[src/rtl/fifo_stream_pkg.sv]
// Shared types and defaults for the FIFO read-side stream adapter.
//   state_t        : adapter state (IDLE / ACTIVE / FLUSH)
//   WIDTH_DEF      : default data width
//   BURST_LEN_DEF  : default beats per burst
//   SKID_DEPTH_MIN : smallest skid depth that sustains one beat per cycle
//   idx_w()        : index width for a counter/pointer over n entries (min 1)
package fifo_stream_pkg;

  typedef enum logic [1:0] {
    IDLE,
    ACTIVE,
    FLUSH
  } state_t;

  localparam int unsigned WIDTH_DEF      = 128;
  localparam int unsigned BURST_LEN_DEF  = 16;
  localparam int unsigned SKID_DEPTH_MIN = 3;

  function automatic int unsigned idx_w(input int unsigned n);
    return (n > 1) ? $clog2(n) : 1;
  endfunction

endpackage

[src/rtl/stream_skid_buf.sv]
// Circular skid buffer holding words returned by the FIFO until the
// downstream consumer accepts them.
//   clk, rstn  : clock, synchronous active-low reset
//   flush      : discard all entries and rewind both pointers
//   push       : write push_data at wr_idx
//   pop        : release the entry at rd_idx (caller guarantees count != 0)
//   count      : occupancy, 0..SKID_DEPTH (caller guarantees no overflow)
//   rd_data    : entry at rd_idx
module stream_skid_buf
  import fifo_stream_pkg::*;
#(
  parameter int unsigned WIDTH      = WIDTH_DEF,
  parameter int unsigned SKID_DEPTH = SKID_DEPTH_MIN,
  parameter int unsigned CW         = $clog2(SKID_DEPTH + 1)
) (
  input  logic             clk,
  input  logic             rstn,
  input  logic             flush,
  input  logic             push,
  input  logic [WIDTH-1:0] push_data,
  input  logic             pop,
  output logic [CW-1:0]    count,
  output logic [WIDTH-1:0] rd_data
);

  localparam int unsigned    IW   = idx_w(SKID_DEPTH);
  localparam logic [IW-1:0]  LAST = IW'(SKID_DEPTH - 1);

  logic [WIDTH-1:0] mem [SKID_DEPTH];
  logic [IW-1:0]    wr_idx;
  logic [IW-1:0]    rd_idx;

  function automatic logic [IW-1:0] wrap_inc(input logic [IW-1:0] i);
    return (i == LAST) ? '0 : i + 1'b1;
  endfunction

  always_ff @(posedge clk) begin
    if (!rstn || flush) begin
      wr_idx <= '0;
      rd_idx <= '0;
      count  <= '0;
    end else begin
      if (push) wr_idx <= wrap_inc(wr_idx);
      if (pop)  rd_idx <= wrap_inc(rd_idx);
      case ({push, pop})
        2'b10:   count <= count + 1'b1;
        2'b01:   count <= count - 1'b1;
        default: count <= count;
      endcase
    end
  end

  // Storage carries no reset; the top masks the output while count == 0.
  always_ff @(posedge clk) begin
    if (push && rstn && !flush) mem[wr_idx] <= push_data;
  end

  assign rd_data = mem[rd_idx];

endmodule

[src/rtl/fifo_rd_stream_adapter.sv]
// Read-side adapter for the synchronous FIFO: issues read strobes under a
// credit limit, absorbs the FIFO's one-cycle read latency in a skid buffer
// and presents a valid/ready stream with burst framing.
//   clk, rstn    : clock, synchronous active-low reset
//   fifo_empty   : FIFO empty flag
//   fifo_rddata  : FIFO read data, valid the cycle after an accepted read
//   fifo_rden    : FIFO read strobe
//   i_flush      : drop buffered/inflight data and restart the burst
//   m_valid, m_ready, m_data, m_last : output stream
//   o_beat_cnt   : beats transferred since reset (wraps)
module fifo_rd_stream_adapter
  import fifo_stream_pkg::*;
#(
  parameter int unsigned WIDTH      = WIDTH_DEF,
  parameter int unsigned SKID_DEPTH = SKID_DEPTH_MIN,
  parameter int unsigned BURST_LEN  = BURST_LEN_DEF,
  parameter int unsigned CNT_W      = 32
) (
  input  logic             clk,
  input  logic             rstn,
  input  logic             fifo_empty,
  input  logic [WIDTH-1:0] fifo_rddata,
  output logic             fifo_rden,
  input  logic             i_flush,
  output logic             m_valid,
  input  logic             m_ready,
  output logic [WIDTH-1:0] m_data,
  output logic             m_last,
  output logic [CNT_W-1:0] o_beat_cnt
);

  localparam int unsigned   CW        = $clog2(SKID_DEPTH + 1);
  localparam int unsigned   BW        = idx_w(BURST_LEN);
  localparam logic [BW-1:0] BEAT_LAST = BW'(BURST_LEN - 1);
  localparam logic [CW:0]   DEPTH_L   = (CW + 1)'(SKID_DEPTH);
  localparam logic [CW-1:0] ONE       = CW'(1);

  state_t           state_q;
  state_t           state_d;
  logic             inflight;
  logic [BW-1:0]    beat_idx;
  logic [CW-1:0]    count;
  logic [CW:0]      credit_used;
  logic [WIDTH-1:0] buf_data;
  logic             rd_accept;
  logic             push;
  logic             pop;
  logic             busy_next;

  // Credit covers both stored entries and the word still in the FIFO's read
  // register, so a returning word always has a free slot.
  assign credit_used = {1'b0, count} + {{CW{1'b0}}, inflight};

  // rstn gates the strobe so no read is accepted while reset is held.
  assign fifo_rden = rstn && !fifo_empty && !i_flush && (state_q != FLUSH)
                   && (credit_used < DEPTH_L);
  assign rd_accept = fifo_rden;

  // Data returning from a read accepted before a flush is dropped here.
  assign push = inflight && !i_flush && (state_q != FLUSH);

  assign m_valid = (count != '0);
  assign m_data  = m_valid ? buf_data : '0;
  assign m_last  = m_valid && (beat_idx == BEAT_LAST);
  assign pop     = m_valid && m_ready && !i_flush;

  assign busy_next = rd_accept || push || ((count != '0) && !(pop && (count == ONE)));

  stream_skid_buf #(
    .WIDTH      (WIDTH),
    .SKID_DEPTH (SKID_DEPTH),
    .CW         (CW)
  ) u_skid (
    .clk       (clk),
    .rstn      (rstn),
    .flush     (i_flush),
    .push      (push),
    .push_data (fifo_rddata),
    .pop       (pop),
    .count     (count),
    .rd_data   (buf_data)
  );

  always_comb begin
    state_d = state_q;
    unique case (state_q)
      IDLE, ACTIVE: state_d = busy_next ? ACTIVE : IDLE;
      FLUSH:        if (!inflight) state_d = IDLE;
      default:      state_d = IDLE;
    endcase
    if (i_flush) state_d = FLUSH;
  end

  always_ff @(posedge clk) begin
    if (!rstn) begin
      state_q    <= IDLE;
      inflight   <= 1'b0;
      beat_idx   <= '0;
      o_beat_cnt <= '0;
    end else begin
      state_q  <= state_d;
      inflight <= rd_accept;
      if (i_flush)
        beat_idx <= '0;
      else if (pop)
        beat_idx <= (beat_idx == BEAT_LAST) ? '0 : beat_idx + 1'b1;
      if (pop) o_beat_cnt <= o_beat_cnt + 1'b1;
    end
  end

endmodule

[config.mk]
export PLATFORM = sky130hd
export DESIGN_NAME = fifo_rd_stream_adapter
export DESIGN_NICKNAME = d
export VERILOG_FILES = /design/src/rtl/fifo_stream_pkg.sv /design/src/rtl/stream_skid_buf.sv /design/src/rtl/fifo_rd_stream_adapter.sv
export SDC_FILE = /design/constraint.sdc
export NUM_CORES = 1
export LEC_CHECK = 0
export ABC_AREA = 1
export CORE_ASPECT_RATIO = 0.8
export CORE_UTILIZATION = 29
export DETAILED_ROUTE_END_ITERATION = 12
export PLACE_DENSITY = 0.5
export RECOVER_POWER = 50
export SLEW_MARGIN = 5
export SYNTH_ARGS = -nofsm -noshare
export SYNTH_HDL_FRONTEND = slang
export SYNTH_SLANG_ARGS = --single-unit
[constraint.sdc]
create_clock -name clk -period 31.1 [get_ports clk]
set_input_delay 3.11 -clock clk [delete_from_list [all_inputs] [get_ports clk]]
set_output_delay 3.11 -clock clk [all_outputs]
set_load 0.01 [all_outputs]
# == Yosys cells after proc, flatten, opt, wreduce, memory -nomap -nowiden ==
# Memories as Yosys holds them, arrays and structs flattened. A register that Yosys moved wholly into a read port is not among the register bits.
# Index checks and enable logic that the tools add are counted.
# op_classes
n_mux,13
addsub,7
n_reduce_logical,25
magnitude_cmp,1
bitwise_logic,1
n_mul,0
div,0
eq_ne,11
shifts,0
# op_table
cell,count
$mux 128,1
$add 32x1->32 const B,1
$logic_and 1x1->1,13
$mux 2,6
$eq 2x2->1 const B,4
$pmux 2 s2,2
$add 2x1->2 const B,3
$eq 2x1->1 const B,3
$add 4x1->4 const B,1
$eq 4x4->1 const B,1
$logic_not 1->1,4
$mux 4,1
$ne 2x2->1 const B,2
$reduce_bool 2->1,2
$reduce_or 2->1,2
$add 2x1->3,1
$logic_or 1x1->1,3
$lt 3x2->1 const B,1
$mux 1,3
$ne 3x3->1 const B,1
$logic_not 2->1,1
$sub 2x1->2 const B,1
$not 1->1,1
# word_totals
mem_count,1
latch_bits,0
inputBits,133
mem_bits_rw,384
reg_bits,45
rom_bits,0
wordCells,67
# memory_table
memory,depth,width,read_ports,rd_clocked_by_memory_dff,wr,line,rtl
u_skid.mem,3,128,1,1,1,stream_skid_buf.sv:29,logic [WIDTH-1:0] mem [SKID_DEPTH];

# == Logic depth before layout (Yosys ltp) ==
# Gate-level depths: netlist of run 1.
# logic_depth
depth_word,10
ltp_mapped,12
mapped_depth_nobuf,12

# == Modules after synthesis ==
# From an unflattened synthesis of run 1, not the netlist that was laid out.
# unflattened
cells_unflattened,1609
area_unflattened_um2,17656.9
# modules_own_cells
mod,cells_each,area_per_inst_um2,seq_area_each_um2,n_inst
stream_skid_buf,997,14486.4,11691.2,1
fifo_rd_stream_adapter,612,3170.5,780.7,1

# == Worst setup path after synthesis of run 1 ==
# No wires, ideal clock.
# synth_timing
kind,input port to flip-flop
startpoint,input i_flush
endpoint,"memory u_skid.mem[2][0] (netlist name), enable pin"
stages,3
required_ps,30328
t_arrival_ps,12195
slack_ps,18133
cell_sequence,nor3_1 -> nand2_1 -> nor3_1
# synth_via
elab_chain_cells,7
# synth_rtl
item,line,rtl
start: declaration,fifo_rd_stream_adapter.sv:24,"input logic i_flush,"
$logic_not 1->1 *,"stream_skid_buf.sv:55, fifo_rd_stream_adapter.sv:60",
$logic_and 1x1->1 (2 in series),fifo_rd_stream_adapter.sv:60,assign push = inflight && !i_flush && (state_q != FLUSH);
$logic_and 1x1->1,stream_skid_buf.sv:55,if (push && rstn && !flush) mem[wr_idx] <= push_data;
$logic_and 1x1->1 *,stream_skid_buf.sv:55,
$mux 1 *,stream_skid_buf.sv:55,
$mux 1 (not written as such) *,stream_skid_buf.sv:55,
end: declaration,stream_skid_buf.sv:29,
# Mark *: on every way between the ends. The rest lies on a longest branch, timed or not.

# == Worst setup path after layout of run 1 ==
# layout_timing
startpoint,input rstn
endpoint,output fifo_rden
# layout_via
elab_chain_cells,4
# layout_rtl
item,line,rtl
start: declaration,fifo_rd_stream_adapter.sv:20,"input logic rstn,"
$logic_and 1x1->1 (3 in series),fifo_rd_stream_adapter.sv:55,assign fifo_rden = rstn && !fifo_empty && !i_flush && (state_q != FLUSH)
$logic_and 1x1->1,fifo_rd_stream_adapter.sv:56,&& (credit_used < DEPTH_L);
end: declaration,fifo_rd_stream_adapter.sv:23,"output logic fifo_rden,"
# Every way passes these cells.

==> run metrics, run 1 <==
Synth top area share 64.5%; root buf cell clkbuf_16; final clock skew 21.6 ps; Slew headroom -28.7%; Main synth FF type edfxtp_1; critical path's top delay family buffers and inverters; Critical Path, Cell by Cell dlygate4sd3_1 > clkbuf_1 > nand2_1 > a21oi_1 > and2_0 > clkdlybuf4s50_1; fill cell count 5,824; setup_tns 0 ps; hold path start state_q[1]; fin crit share 29.1%; Die ar. 0.0626 mm^2; TritonCTS clock tree yes; most frequent cells in the layout edfxtp_1, inv_1, dlygate4sd3_1; chip height 224 um; Crit Path Max Fanout 24; CTS resizes 0; drt total wl 41,900 um; Final Wtd Congestion 0.758; register area 0.0125 mm^2; Async S/R FF share, synth 0%; YS warnings 0; fin crit period 9050 ps; endpoints failing setup 0; # Max-Cap Violations 1; VDD IR-drop max 0.0000374 V; cells on worst reg2reg path 6; static leakage 9.23 nW; Fin. Hold Viols 0; via count 11,000; violated checks capacitance limit, slew limit; clock sinks 431; postcts setup bufs 0; I/O pins 296; number of remaining DRC errors 0; # rows 80; core area 0.0603 mm^2; hold path endpoint state_q[0]; WP buf/inv 3; CP startpoint kind input port; # port buffers 295; largest net degree at the start of global routing 105; Post-layout nets 1,868; top cells by area, synth edfxtp_1, mux2_2, inv_1, dfxtp_1, a21oi_1; area grow syn2layout 29.7%; fin util 38.4%; kind of end point of the critical path output pin; H-tree depth 2; commonest non-fill, non-tap cell in the layout edfxtp_1; post-synth net total 1,571; Die W 279 um; slew at the pin closest to its max-slew limit 1920 ps; EDFF count, synth 384; Hold WC Path Type flip-flop to flip-flop; Worst R2R Start inflight; later-pin clock latency in the skew report 580 ps; Clock transition at path regs 60 ps; worst hold path depth 1; Yosys top cell by area edfxtp_1; Tot GR Track Use 13.3%; CP Data Arrival Time 5940 ps; Worst R2R End u_skid.mem[1][67]; layout cells sized above 1 12.2%; sequential area share after synthesis 69.8%; Worst Hold Margin 432 ps; status complete, but fails checks; DR iter-0 viols 395; Clock Tree Buf Depth 3; CP Depth 6; kind of critical path input port to output pin; Syn Inst Count 1,431; Yosys reg bits 431; grt total ovfl 0; Finished Cell Area 0.0232 mm^2; Worst path max stage delay 900 ps; TritonCTS Buffers 48; average size of a mapped cell 12.5 um^2; library cells used by synthesis 37; placed cells 2,498; post-route ant nets 0; max frequency 111 MHz; Avg WL per Cell 16.2 um; Initial Util 29.6%; number of antenna violations at the first check in global routing 10; CP required 27,990 ps; PD cells 52.4 mW/mm^2; first-pass GRT wire length 63,500 um; vias per cell 4.26; Syn Std Cell Area 0.0179 mm^2; hold buffers post-CTS 0; max-slew violation count 22; area of the multi-input gates 0.00396 mm^2; vias in the first global route 10,800; final std cells w/o fill 2,588; Initial DRT Pass Iterations 4; r2r setup slk 26,400 ps; RSZ-0062 raised after global routing no; area post-placement 0.0217 mm^2; CP max-delay cell clkbuf_1; DP HPWL 25,000 um
==> worst max-delay path by stage <==
stage	end	startpoint
after floorplan	u_skid.mem[2][0]	i_flush
after global placement	fifo_rden	rstn
final	fifo_rden	rstn
after global routing	fifo_rden	rstn
after CTS	fifo_rden	rstn
after detailed placement	fifo_rden	rstn
==> synthesized netlist by cell type (2+ instances only) <==
master and instances:
a21oi_1 151, inv_1 304, buf_1 9, nand2_2 3
ha_1 7, nand2_1 74, buf_2 27, o21ai_0 138
o21ai_1 4, nor2_2 2, dfxtp_1 47, xor2_1 5
nor3_1 8, nor2_4 4, nand3_1 23, nand4_1 8
mux2_2 128, o22ai_1 2, buf_4 4, edfxtp_1 384
clkbuf_1 20, nor2_1 61, and2_1 2, o21bai_1 3
==> worst reg2reg max path, cell delays in order, from the launching register on <==
cell and delay (ps):
dfxtp_1 360, inv_1 50, nor3_1 440, nand2_1 260, nor2_1 1510, buf_4 780, buf_4 880
==> cell families (layout without fill, tap and decap cells) <==
| logic type | count (synthesis) | in the layout | synth area share, % |
|---|---|---|---|
| AOI/OAI and AO/OA | 302 | 302 | 8.58 |
| muxes | 128 | 128 | 8.07 |
| DFF | 431 | 431 | 69.8 |
| buffers and inverters | 366 | 699 | 8.01 |
| and+or+nand+nor | 191 | 191 | 4.75 |
| adders and majority gates | 7 | 7 | 0.490 |
| xor gates and xnor gates | 6 | 6 | 0.294 |
| other | 0 | 4 | 0 |
==> where the power goes <==
| group | switching (mW) | internal, mW |
|---|---|---|
| Clock | 0.228 | 0.318 |
| Combinational | 0.0164 | 0.0190 |
| Sequential | 0.000528 | 0.631 |
| Total | 0.245 | 0.968 |
==> flip-flops by register name, indices dropped and copies added (netlist names), named ones only <==
name and cells:
inflight 1, u_skid.rd_idx 2, o_beat_cnt 32, state_q 2, u_skid.mem 384, u_skid.count 2
u_skid.wr_idx 2, beat_idx 4
==> layer usage <==
metal	routed length [um]	global-route usage, %
met5	38	0
met4	782	3.70
met3	1910	2.82
met2	19600	21.3
met1	19600	18.1
==> layout make-up <==
class,instances,share of cell area (%)
clock inverter,27,1.13
clock buffer,59,5.36
tap,820,4.43
multi-input combinational,634,17.1
timing repair buffer,308,13.1
antenna,4,0.0432
sequential,431,53.9
inverter,305,4.94
==> through the flow <==
step | worst slack [ps] | power, mW
3_3_place_gp | 23000 | 0.683
3_5_place_dp | 23000 | 0.683
2_1_floorplan | 18130 | 0.655
5_1_grt | 21940 | 1.26
4_1_cts | 22990 | 1.24
6_report | 22050 | 1.21
Note: power is estimated with default switching activity, not from simulation.
==> inputs of run 2 (changes only) <==
--- a/config.mk
+++ b/config.mk
@@ -9,7 +9,7 @@
 export CORE_ASPECT_RATIO = 0.8
 export CORE_UTILIZATION = 29
 export DETAILED_ROUTE_END_ITERATION = 12
-export PLACE_DENSITY = 0.5
+export PLACE_DENSITY = 0.51
 export RECOVER_POWER = 50
 export SLEW_MARGIN = 5
 export SYNTH_ARGS = -nofsm -noshare
==> constraint.sdc (replaced) <==
create_clock -name clk -period 8 [get_ports clk]
set_input_delay 0.8 -clock clk [delete_from_list [all_inputs] [get_ports clk]]
set_output_delay 0.8 -clock clk [all_outputs]
set_load 0.01 [all_outputs]
==> run 2 against run 1 <==
Effect of this change:
- the flow still finishes with violations (capacitance limit, slew limit)
- global-route usage increased by 0.055 points
- largest power group unchanged
- sequential share of layout area increased by 0.085 points
- highest routed layer unchanged
- critical path depth decreased by 1
- final area decreased by 0.16%
==> run metrics, run 2 (same netlist as run 1, synthesis figures left out) <==
number of remaining DRC errors 0 (unchanged); commonest non-fill, non-tap cell in the layout edfxtp_1; number of antenna violations at the first check in global routing 6 (-4); # Max-Cap Violations 1 (unchanged); Tot GR Track Use 13.3% (+0.055 points); Post-layout nets 1,866 (-0.11%); Clock transition at path regs 60 ps (about the same); layout cells sized above 1 12.3% (+0.057 points); Initial DRT Pass Iterations 4 (unchanged); RSZ-0062 raised after global routing no; vias in the first global route 11,000 (+1.8%); final clock skew 9.28 ps (-12.3 ps); Top reg by flops u_skid.mem; slew at the pin closest to its max-slew limit 2370 ps (+451 ps); fin crit period 4450 ps; max frequency 225 MHz; Max Used Layer met5; Final Wtd Congestion 0.820 (+8.2%); area grow syn2layout 29.5%; Crit Path Max Fanout 59 (+150%); CP Data Arrival Time 3650 ps (-2290 ps); final std cells w/o fill 2,586 (-0.077%); placed cells 2,497 (-0.040%); drt total wl 42,100 um (+0.40%); status complete, but fails checks; Die W 279 um (unchanged); Avg WL per Cell 16.3 um (+0.48%); most frequent cells in the layout edfxtp_1, inv_1, dlygate4sd3_1; DR iter-0 viols 564 (+43%); post-route ant nets 0 (unchanged); Die ar. 0.0626 mm^2 (unchanged); core area 0.0603 mm^2 (unchanged); TritonCTS Buffers 47 (-2.1%); Fin. Hold Viols 0 (unchanged); Met1 Wirelength 19,800 um (+0.95%); clock sinks 431 (unchanged); fill cell count 5,844 (+0.34%); CP startpoint kind flip-flop; hold buffers post-CTS 0 (unchanged); met2 wire length 19,400 um (-0.77%); TritonCTS clock tree yes; largest net degree at the start of global routing 114 (+8.6%); via count 11,100 (+1.1%); endpoints failing setup 0 (unchanged); Worst path max stage delay 920 ps (+20 ps); # rows 80 (unchanged); Initial Util 29.6% (unchanged); Hold WC Path Type flip-flop to flip-flop; chip height 224 um (unchanged); postcts setup bufs 0 (unchanged); root buf cell clkbuf_16; later-pin clock latency in the skew report 570 ps (about the same); grt total ovfl 0 (unchanged); top flop regs u_skid.mem: 384 flops, o_beat_cnt: 32 flops, beat_idx: 4 flops; register area 0.0125 mm^2 (unchanged); I/O pins 296 (unchanged); CTS resizes 0 (unchanged); CP required 7200 ps (-20,790 ps); violated checks capacitance limit, slew limit; static leakage 9.22 nW (about the same); vias per cell 4.31 (+1.2%); Worst R2R Start inflight; area of the multi-input gates 0.00396 mm^2 (+0.13%); DP HPWL 25,600 um (+2.5%); Critical Path, Cell by Cell buf_4 > mux2_2 > o21ai_0 > inv_1 > clkdlybuf4s50_1; CP max-delay cell dfxtp_4; max reg flops 384 (unchanged); # port buffers 295 (unchanged); WL met3 2110 um (+10%); first-pass GRT wire length 64,000 um (+0.72%); PD cells 202 mW/mm^2 (+280%); kind of critical path flip-flop to output pin; fin crit share 55.6%; Slew headroom -58.3% (-30 points); H-tree depth 2 (unchanged); kind of end point of the critical path output pin; Clock Tree Buf Depth 3 (unchanged); hold path start state_q[1]; VDD IR-drop max 0.000125 V (+240%); setup_tns 0 ps (unchanged); max-slew violation count 35 (+59%)
[run 2: changes by cell type in the layout (fill, tap and decap cells not counted), moves of 2 or more]
cell / before / now
and2_0: 2 / 0
and2_1: 0 / 2
bufinv_16: 4 / 2
clkinv_1: 10 / 7
clkinv_2: 7 / 11
diode_2: 4 / 2
[run 2: power by group]
| part | internal (mW) | switching (mW) | total [mW] | leakage (nW) |
|---|---|---|---|---|
| combinational | 0.0741 | 0.0675 | 0.142 | 4.66 |
| sequential | 2.45 | 0.00227 | 2.46 | 3.83 |
| clock | 1.20 | 0.867 | 2.06 | 0.724 |
[run 2: per-stage QoR]
| step | util [%] | hold WS [ps] | setup WS, ps | cell area [um^2] | total power, mW |
|---|---|---|---|---|---|
| global route | 38.4 | 445 | 3290 | 23100 | 4.84 |
| global placement | 36.0 | 412 | 3440 | 21700 | 2.66 |
| detailed placement | 36.0 | 421 | 3380 | 21700 | 2.66 |
| finish | 38.4 | 423 | 3550 | 23100 | 4.66 |
| floorplan | - | 401 | 801 | 17900 | 2.54 |
| CTS | 38.4 | 428 | 3430 | 23200 | 4.76 |
[run 2: path summary, 6_finish.rpt]
path                                          end  slack (ps)  depth (start not counted)
worst min register to register         state_q[0]         420                          1
worst max register to register  u_skid.mem[2][89]        4510                          5
worst min-delay path                   state_q[0]         420                          1
worst max-delay path                    m_data[0]        3550                          5
[run 2: layout make-up]
class	count	area share (%)
antenna	2	0.0216
sequential	431	54.0
multi-input combinational	634	17.1
clock buffer	63	5.57
timing repair buffer	307	13.1
tap	820	4.44
clock inverter	24	0.790
inverter	305	4.95
[run 2: worst max-delay path: cells and delay by family (launching register included)]
family | cells | cell delay, ps
muxes | 1 | 420
AOI/OAI and AO/OA | 1 | 230
DFF | 1 | 920
buffers and inverters | 3 | 1440
[run 2: layer usage]
| metal | global-route usage [%] | vias up |
|---|---|---|
| met2 | 21.3 | 240 |
| li1 | - | 5476 |
| met1 | 18.3 | 5363 |
| met4 | 3.45 | 4 |
| met3 | 2.75 | 57 |
| met5 | 0 | - |
==> inputs of run 3 (changes only) <==
--- a/config.mk
+++ b/config.mk
@@ -9,7 +9,7 @@
 export CORE_ASPECT_RATIO = 0.8
 export CORE_UTILIZATION = 29
 export DETAILED_ROUTE_END_ITERATION = 12
-export PLACE_DENSITY = 0.51
+export PLACE_DENSITY = 0.5
 export RECOVER_POWER = 50
 export SLEW_MARGIN = 5
 export SYNTH_ARGS = -nofsm -noshare
==> constraint.sdc (replaced) <==
create_clock -name clk -period 4.4 [get_ports clk]
set_input_delay 0.44 -clock clk [delete_from_list [all_inputs] [get_ports clk]]
set_output_delay 0.44 -clock clk [all_outputs]
set_load 0.01 [all_outputs]
==> run 3 against run 2 <==
Effect of this change:
- the run still ends with capacitance limit, slew limit left
- hold slack lost 2.7 ps
- global-route usage is essentially flat
- sequential cell count unchanged
- final area up 1.1%
- clock power is 94% higher
- largest power group unchanged
- highest routed layer unchanged
==> run metrics, run 3 (same netlist as run 1, synthesis figures left out) <==
status complete, but fails checks; violated checks capacitance limit, slew limit; kind of critical path input port to flip-flop; endpoints failing setup 0 (unchanged); CP max-delay cell clkbuf_2; core area 0.0603 mm^2 (unchanged); # Max-Cap Violations 1 (unchanged); CP Data Arrival Time 3890 ps (+240 ps); area of the multi-input gates 0.00399 mm^2 (+0.73%); fin crit share 85.1%; number of antenna violations at the first check in global routing 7 (+1); # port buffers 295 (unchanged); r2r setup slk 1430 ps (-3080 ps); max frequency 267 MHz; post-route ant nets 0 (unchanged); max-slew violation count 56 (+60%); first-pass GRT wire length 64,100 um (+0.25%); VDD IR-drop max 0.000297 V (+140%); max reg flops 384 (unchanged); commonest non-fill, non-tap cell in the layout edfxtp_1; Top reg by flops u_skid.mem; static leakage 9.28 nW (+0.65%); final clock skew 26.9 ps (+17.6 ps); number of remaining DRC errors 0 (unchanged); most frequent cells in the layout edfxtp_1, inv_1, dlygate4sd3_1; via count 11,200 (+0.38%); Initial DRT Pass Iterations 6 (+2); Post-layout nets 1,871 (+0.27%); kind of end point of the critical path flip-flop; layout cells sized above 1 12.7% (+0.37 points); total power 8.71 mW (+87%); # rows 80 (unchanged); Avg WL per Cell 16.4 um (+0.49%); slew at the pin closest to its max-slew limit 1780 ps (-598 ps); Clock Tree Buf Depth 3 (unchanged); Die ar. 0.0626 mm^2 (unchanged); RSZ-0062 raised after global routing no; Crit Path Max Fanout 55 (-6.8%); root buf cell clkbuf_16; Fin. Hold Viols 0 (unchanged); Initial Util 29.6% (unchanged); I/O pins 296 (unchanged); vias per cell 4.32 (+0.18%); Hold WC Path Type flip-flop to flip-flop; Critical Path, Cell by Cell dlygate4sd3_1 > clkbuf_1 > nand2_1 > nor3_4 > clkbuf_2; PD cells 373 mW/mm^2 (+85%); CTS resizes 0 (unchanged); Worst Slack Setup Final 655 ps (-2900 ps); Tot GR Track Use 13.3% (about the same); fin crit period 3750 ps; DP HPWL 26,200 um (+2.0%); grt total ovfl 0 (unchanged); Clock transition at path regs 60 ps (about the same); hold buffers post-CTS 0 (unchanged); DP Worst Slack 1490 ps (-1890 ps); top flop regs u_skid.mem: 384 flops, o_beat_cnt: 32 flops, beat_idx: 4 flops; fill cell count 5,838 (-0.10%); CP required 4550 ps (-2650 ps); chip height 224 um (unchanged); drt total wl 42,400 um (+0.68%); CP startpoint kind input port; TritonCTS Buffers 47 (unchanged); Final Wtd Congestion 0.799 (-2.6%); largest net degree at the start of global routing 105 (-7.9%); H-tree depth 2 (unchanged); DR iter-0 viols 554 (-1.8%); postcts setup bufs 0 (unchanged); Slew headroom -18.4% (+40 points); later-pin clock latency in the skew report 570 ps (about the same); Worst path max stage delay 1320 ps (+400 ps); clock sinks 431 (unchanged); TritonCTS clock tree yes; vias in the first global route 11,000 (+0.43%); register area 0.0125 mm^2 (unchanged); Die W 279 um (unchanged); area grow syn2layout 30.9%
## run 3: cell types whose count changed in the layout (fill, tap and decap cells not counted), sizes merged, moves of 2 or more
cell and change:
bufinv +5, clkbuf -4, clkdlybuf4s50 +4, dlygate4sd3 -4, buf +2
## run 3: layout make-up
cell class / instances / area share [%]
multi-input combinational: 634 / 17.1
timing repair buffer: 312 / 13.5
tap: 820 / 4.39
clock buffer: 56 / 5.27
inverter: 305 / 4.90
clock inverter: 30 / 1.43
antenna: 3 / 0.0321
sequential: 431 / 53.4
## run 3: report_power, final
part | internal, mW | switching, mW | leakage [nW]
combinational | 0.136 | 0.125 | 4.69
sequential | 4.46 | 0.00409 | 3.83
clock | 2.41 | 1.58 | 0.754
## run 3: final timing paths
check,start,endpoint,depth (start not counted)
setup / recovery,rstn,u_skid.mem[2][88],5
hold / removal,state_q[1],state_q[0],1
setup reg to reg,inflight,u_skid.mem[2][88],5
hold reg to reg,state_q[1],state_q[0],1
## run 3: worst max-delay path, delay by kind of cell
kind	cells	cell delay, ps
buffers and inverters	3	2690
AND/OR/NAND/NOR	2	700
## run 3: routing by layer
layer | vias up | track usage (%) | part of all wire [%]
li1 | 5479 | - | -
met1 | 5369 | 18.0 | 46
met2 | 268 | 21.5 | 46
met3 | 62 | 2.91 | 5.4
met4 | 4 | 3.63 | 1.8
met5 | - | 0 | 0.054
## run 3: through the flow
step           TNS [ps]  instance area (um^2)  util (%)  hold slack (ps)  std cells
3_3_place_gp          0                 21800      36.3              411       2502
2_1_floorplan    -61630                 17900         -              401       1431
4_1_cts               0                 23400      38.9              424       2588
5_1_grt               0                 23400      38.8              429       2589
3_5_place_dp          0                 21800      36.3              415       2502
6_report              0                 23400      38.8              420       2591
==> edit 1, RTL diff (config.mk and constraints of run 3) <==
Set the package constant `WIDTH_DEF` to 192 (it was 128).
--- a/src/rtl/fifo_stream_pkg.sv
+++ b/src/rtl/fifo_stream_pkg.sv
@@ -12,7 +12,7 @@
     FLUSH
   } state_t;
 
-  localparam int unsigned WIDTH_DEF      = 128;
+  localparam int unsigned WIDTH_DEF      = 192;
   localparam int unsigned BURST_LEN_DEF  = 16;
   localparam int unsigned SKID_DEPTH_MIN = 3;
 
Ports: changed (resized fifo_rddata and m_data); port bits go from 296 to 424. No check against the original RTL was run, so the function may have changed too.
==> edit 1 against run 3 <==
Total power increased by 43%; final area rose by 44%; wire length increased by 52%; largest cell class unchanged; area after synthesis increased by 44%; combinational power increased by 43%; sequential cell count is 192 higher; largest power group unchanged; worst setup slack gained 0.084 ns; die area rose by 44%.
==> edit 1: results (changes against run 3) <==
Outcome
  – Run status: finished, final reports clean (was finished with violations)

Route
  – Vias: 15.9k (was 11.2k)
  – First drt pass iteration count: 4 (was 6)
  – Detailed Route Iter0 Violations: 814 (was 554)

Clocking
  – Insertion delay to the later sink of the worst-skew pair: 0.61 ns (was 0.57 ns)

Finish
  – Nets: 2628 (was 1871)
  – Biggest regs: u_skid.mem (576), o_beat_cnt (32), beat_idx (4) (was u_skid.mem (384), o_beat_cnt (32), beat_idx (4))
  – Share of cells above drive strength 1: 0.143 (was 0.127)
  – Fill cell count: 8328 (was 5838)

Global route
  – Met3 Use GR: 0.0444 (was 0.0291)
  – First-pass GRT wire length: 95.9 mm (was 64.1 mm)
  – Gr usage total: 0.140 (was 0.133)
  – Largest net degree at the start of global routing: 119 (was 105)
  – M1 GR Usage: 0.176 (was 0.180)

Power and ir drop
  – Leak Pwr: 13.3 nW (was 9.28 nW)
  – VDD IR max: 0.000220 V (was 0.000297 V)

STA
  – Clock skew: 0.0198 ns (was 0.0269 ns)
  – Max-slew headroom: 0.0754 (was -0.184)

Logic synthesis
  – Syn nets: 2185 (was 1571)
  – EDFF count, synth: 576 (was 384)
  – Most frequent cells after synthesis: 576 x edfxtp_1, 434 x inv_1, 217 x a21oi_1, 205 x o21ai_0, 192 x mux2_2 (was 384 x edfxtp_1, 304 x inv_1, 151 x a21oi_1, 138 x o21ai_0, 128 x mux2_2)

Placed design
  – Placed wire-length estimate: 40.9 mm (was 26.2 mm)
  – Port Buffers: 423 (was 295)
  – GPL Wtd Cong: 0.831 (was 0.799)

Critical path
  – Worst path arrival time: 3.22 ns (was 3.89 ns)
edit 1: stage by stage:
| stage | std cells | instance area (um^2) | hold WS, ns | power, mW |
|---|---|---|---|---|
| final | 3670 | 33700 | 0.427 | 12.5 |
| after CTS | 3663 | 33800 | 0.387 | 12.7 |
| after global routing | 3666 | 33700 | 0.440 | 12.9 |
| after detailed placement | 3540 | 31600 | 0.424 | 7.02 |
| after global placement | 3540 | 31600 | 0.406 | 7.01 |
| after floorplan | 1981 | 25700 | 0.401 | 6.72 |
edit 1: worst paths after layout:
| path | from | to | depth (start not counted) |
|---|---|---|---|
| worst max-delay path | rstn | fifo_rden | 6 |
| worst max register to register | u_skid.count[0]$_SDFFE_PP0P_ | o_beat_cnt[24]$_SDFFE_PN0P_ | 13 |
| worst min-delay path | state_q[1]$_SDFFE_PN0P_ | state_q[0]$_SDFFE_PP0P_ | 1 |
| worst min register to register | state_q[1]$_SDFFE_PN0P_ | state_q[0]$_SDFFE_PP0P_ | 1 |
edit 1: kinds of logic after synthesis:
family	synth area share
DFF	0.709
buffers and inverters	0.0795
AOI/OAI and AO/OA	0.0843
and+or+nand+nor	0.0372
muxes	0.0841
xor gates and xnor gates	0.00238
adders and majority gates	0.00341
edit 1: final cells by class:
type                    instances  share of cell area
diodes                          7            0.000520
flip-flops and latches        623               0.541
repair buffers                461               0.139
clock inverters                28             0.00813
clock buffers                  95              0.0566
inverters                     436              0.0486
well taps                    1188              0.0441
multi-input cells             832               0.162
edit 1: worst register-to-register path, stage by stage (launching register included):
cell	delay, ns
dfxtp_1	0.37
inv_1	0.11
ha_4	0.19
buf_12	0.18
clkinvlp_2	0.24
nand2_4	0.07
nor2_1	0.92
nand2_1	0.34
nor2_4	0.23
nand2_2	0.10
nor2_1	0.10
nand2_1	0.05
nand2_1	0.06
nor2_1	0.05
edit 1: power by group:
part / internal, mW / switching, mW / leakage (nW)
combinational: 0.202 / 0.172 / 6.68
clock: 3.28 / 2.31 / 1.07
sequential: 6.48 / 0.00544 / 5.56
total: 9.96 / 2.49 / 13.3
edit 1: per-layer routing:
metal	wire length (um)	share of wire	up-vias
met3	4270	0.066	131
met5	185	0.0029	-
met2	30900	0.48	343
li1	-	-	7683
met4	1340	0.021	28
met1	27800	0.43	7716
==> edit 2, RTL diff (config.mk and constraints of run 3) <==
Made on the original files. Re-encode `state_t` (3 states) as one-hot, 3 bits wide.
--- a/src/rtl/fifo_stream_pkg.sv
+++ b/src/rtl/fifo_stream_pkg.sv
@@ -6,10 +6,10 @@
 //   idx_w()        : index width for a counter/pointer over n entries (min 1)
 package fifo_stream_pkg;
 
-  typedef enum logic [1:0] {
-    IDLE,
-    ACTIVE,
-    FLUSH
+  typedef enum logic [2:0] {
+    IDLE   = 3'b001,
+    ACTIVE = 3'b010,
+    FLUSH  = 3'b100
   } state_t;
 
   localparam int unsigned WIDTH_DEF      = 128;
Behaviour: same outputs for any inputs over 4 cycles, from zero or initial values and one cycle with rstn low; so few cycles prove little.
==> edit 2 against run 3 <==
Total power fell by 1.9%; wire length rose by 3.1%; the run still ends with max-capacitance violations, max-slew violations left; area after synthesis rose by 0.57%; worst setup slack improved by 0.35 ns; global-route usage rose by 0.33 points; sequential cell count rose by 1; largest cell class unchanged; final area rose by 0.48%; combinational power rose by 16%; critical path type is now reg -> out; sequential share of layout area fell by 0.17 points; via count rose by 1.2%.
==> edit 2: results (changes against run 3) <==
Outcome
  – Run status: finished with violations (unchanged)
  – Violations in the final reports: max-capacitance violations, max-slew violations (unchanged)

Route
  – Final WL: 43.7 mm (was 42.4 mm)
  – WL met1: 19.2 mm (was 19.7 mm)
  – Detailed Route Iter0 Violations: 515 (was 554)
  – First drt pass iteration count: 4 (was 6)
  – Met2 WL: 20.6 mm (was 19.6 mm)
  – Vias per cell: 4.33 (was 4.32)

Critical path
  – Setup slack, reg-to-reg: 1.20 ns (was 1.43 ns)
  – Critical Path Start Type: register (was input pin)
  – Critical Path Fanout Max: 51 (was 55)
  – Critical path launch point: u_skid.count[0]$_SDFFE_PP0P_ (was rstn)
  – Worst path arrival time: 2.96 ns (was 3.89 ns)

Global route
  – Met3 Use GR: 0.0433 (was 0.0291)
  – Largest net degree at the start of global routing: 83 (was 105)
  – First-pass GRT wire length: 65.6 mm (was 64.1 mm)
  – M1 GR Usage: 0.175 (was 0.180)
  – Met2 usage: 0.224 (was 0.215)

Placed design
  – Placed wire-length estimate: 28.4 mm (was 26.2 mm)
  – Pre-CTS setup slack: 1.42 ns (was 1.49 ns)
  – GPL Wtd Cong: 0.814 (was 0.799)
  – Placed Cells incl. Taps: 2528 (was 2502)

Logic synthesis
  – Mux cell area share after synthesis: 0.0802 (was 0.0807)
  – Syn nets: 1574 (was 1571)
  – Compound-Gate Fraction of Synth Area: 0.0835 (was 0.0858)
  – Adder-cell area share of the yosys netlist: 0.00487 (was 0.00490)
  – Seq/Total Area, Yosys: 0.695 (was 0.698)
  – Avg Inst Size Synth: 12.5 um^2 (about the same)

Clocking
  – Inserted Clock Buffers: 48 (was 47)

Finish
  – Share of cells above drive strength 1: 0.137 (was 0.127)
  – Nets: 1888 (was 1871)

Min path
  – Hold path startpoint: beat_idx[1]$_SDFFE_PP0P_ (was state_q[1]$_SDFFE_PN0P_)
  – Hold Path Depth: 2 (was 1)

Power and ir drop
  – Leak Pwr: 9.48 nW (was 9.28 nW)

STA
  – Pins Over Slew Limit: 62 (was 56)
  – Clock skew: 0.0173 ns (was 0.0269 ns)

Job
  – Max Cap Violations: 1 (unchanged)
-- edit 2: area by class of cell --
| class | instances | area (um^2) | share of cell area |
|---|---|---|---|
| clock buffers | 57 | 1230 | 0.0526 |
| clock inverters | 28 | 228 | 0.00969 |
| diodes | 4 | 10.0 | 0.000426 |
| repair buffers | 324 | 3290 | 0.140 |
| well taps | 830 | 1040 | 0.0442 |
| flip-flops and latches | 432 | 12500 | 0.532 |
| inverters | 308 | 1160 | 0.0492 |
| multi-input cells | 634 | 4040 | 0.172 |
-- edit 2: worst max path at each step --
stage | end | slack [ns] | cells after the start
floorplan | u_skid.mem[0][0]$_DFFE_PP_ | -0.24 | 3
global placement | fifo_rden | 1.44 | 6
detailed placement | u_skid.mem[1][25]$_DFFE_PP_ | 1.42 | 5
CTS | m_data[115] | 0.92 | 7
global route | u_skid.mem[2][52]$_DFFE_PP_ | 0.83 | 5
finish | m_data[111] | 1.00 | 7
-- edit 2: metrics by stage --
| step | utilization | hold slack [ns] |
|---|---|---|
| final | 0.384 | 0.494 |
| after global routing | 0.384 | 0.505 |
| after CTS | 0.384 | 0.414 |
| after detailed placement | 0.361 | 0.481 |
| after global placement | 0.361 | 0.479 |
| after floorplan | - | 0.456 |
-- edit 2: worst max-delay path: stages (launching register included) --
cell             delay [ns]
dfxtp_1                0.33
inv_1                  0.15
ha_4                   0.31
buf_4                  0.59
a21oi_1                0.07
o21ai_0                0.32
inv_1                  0.09
clkdlybuf4s50_1        0.51
-- edit 2: power by group --
group / internal (mW) / switching [mW]
Clock: 2.13 / 1.63
Combinational: 0.157 / 0.146
Sequential: 4.48 / 0.00543
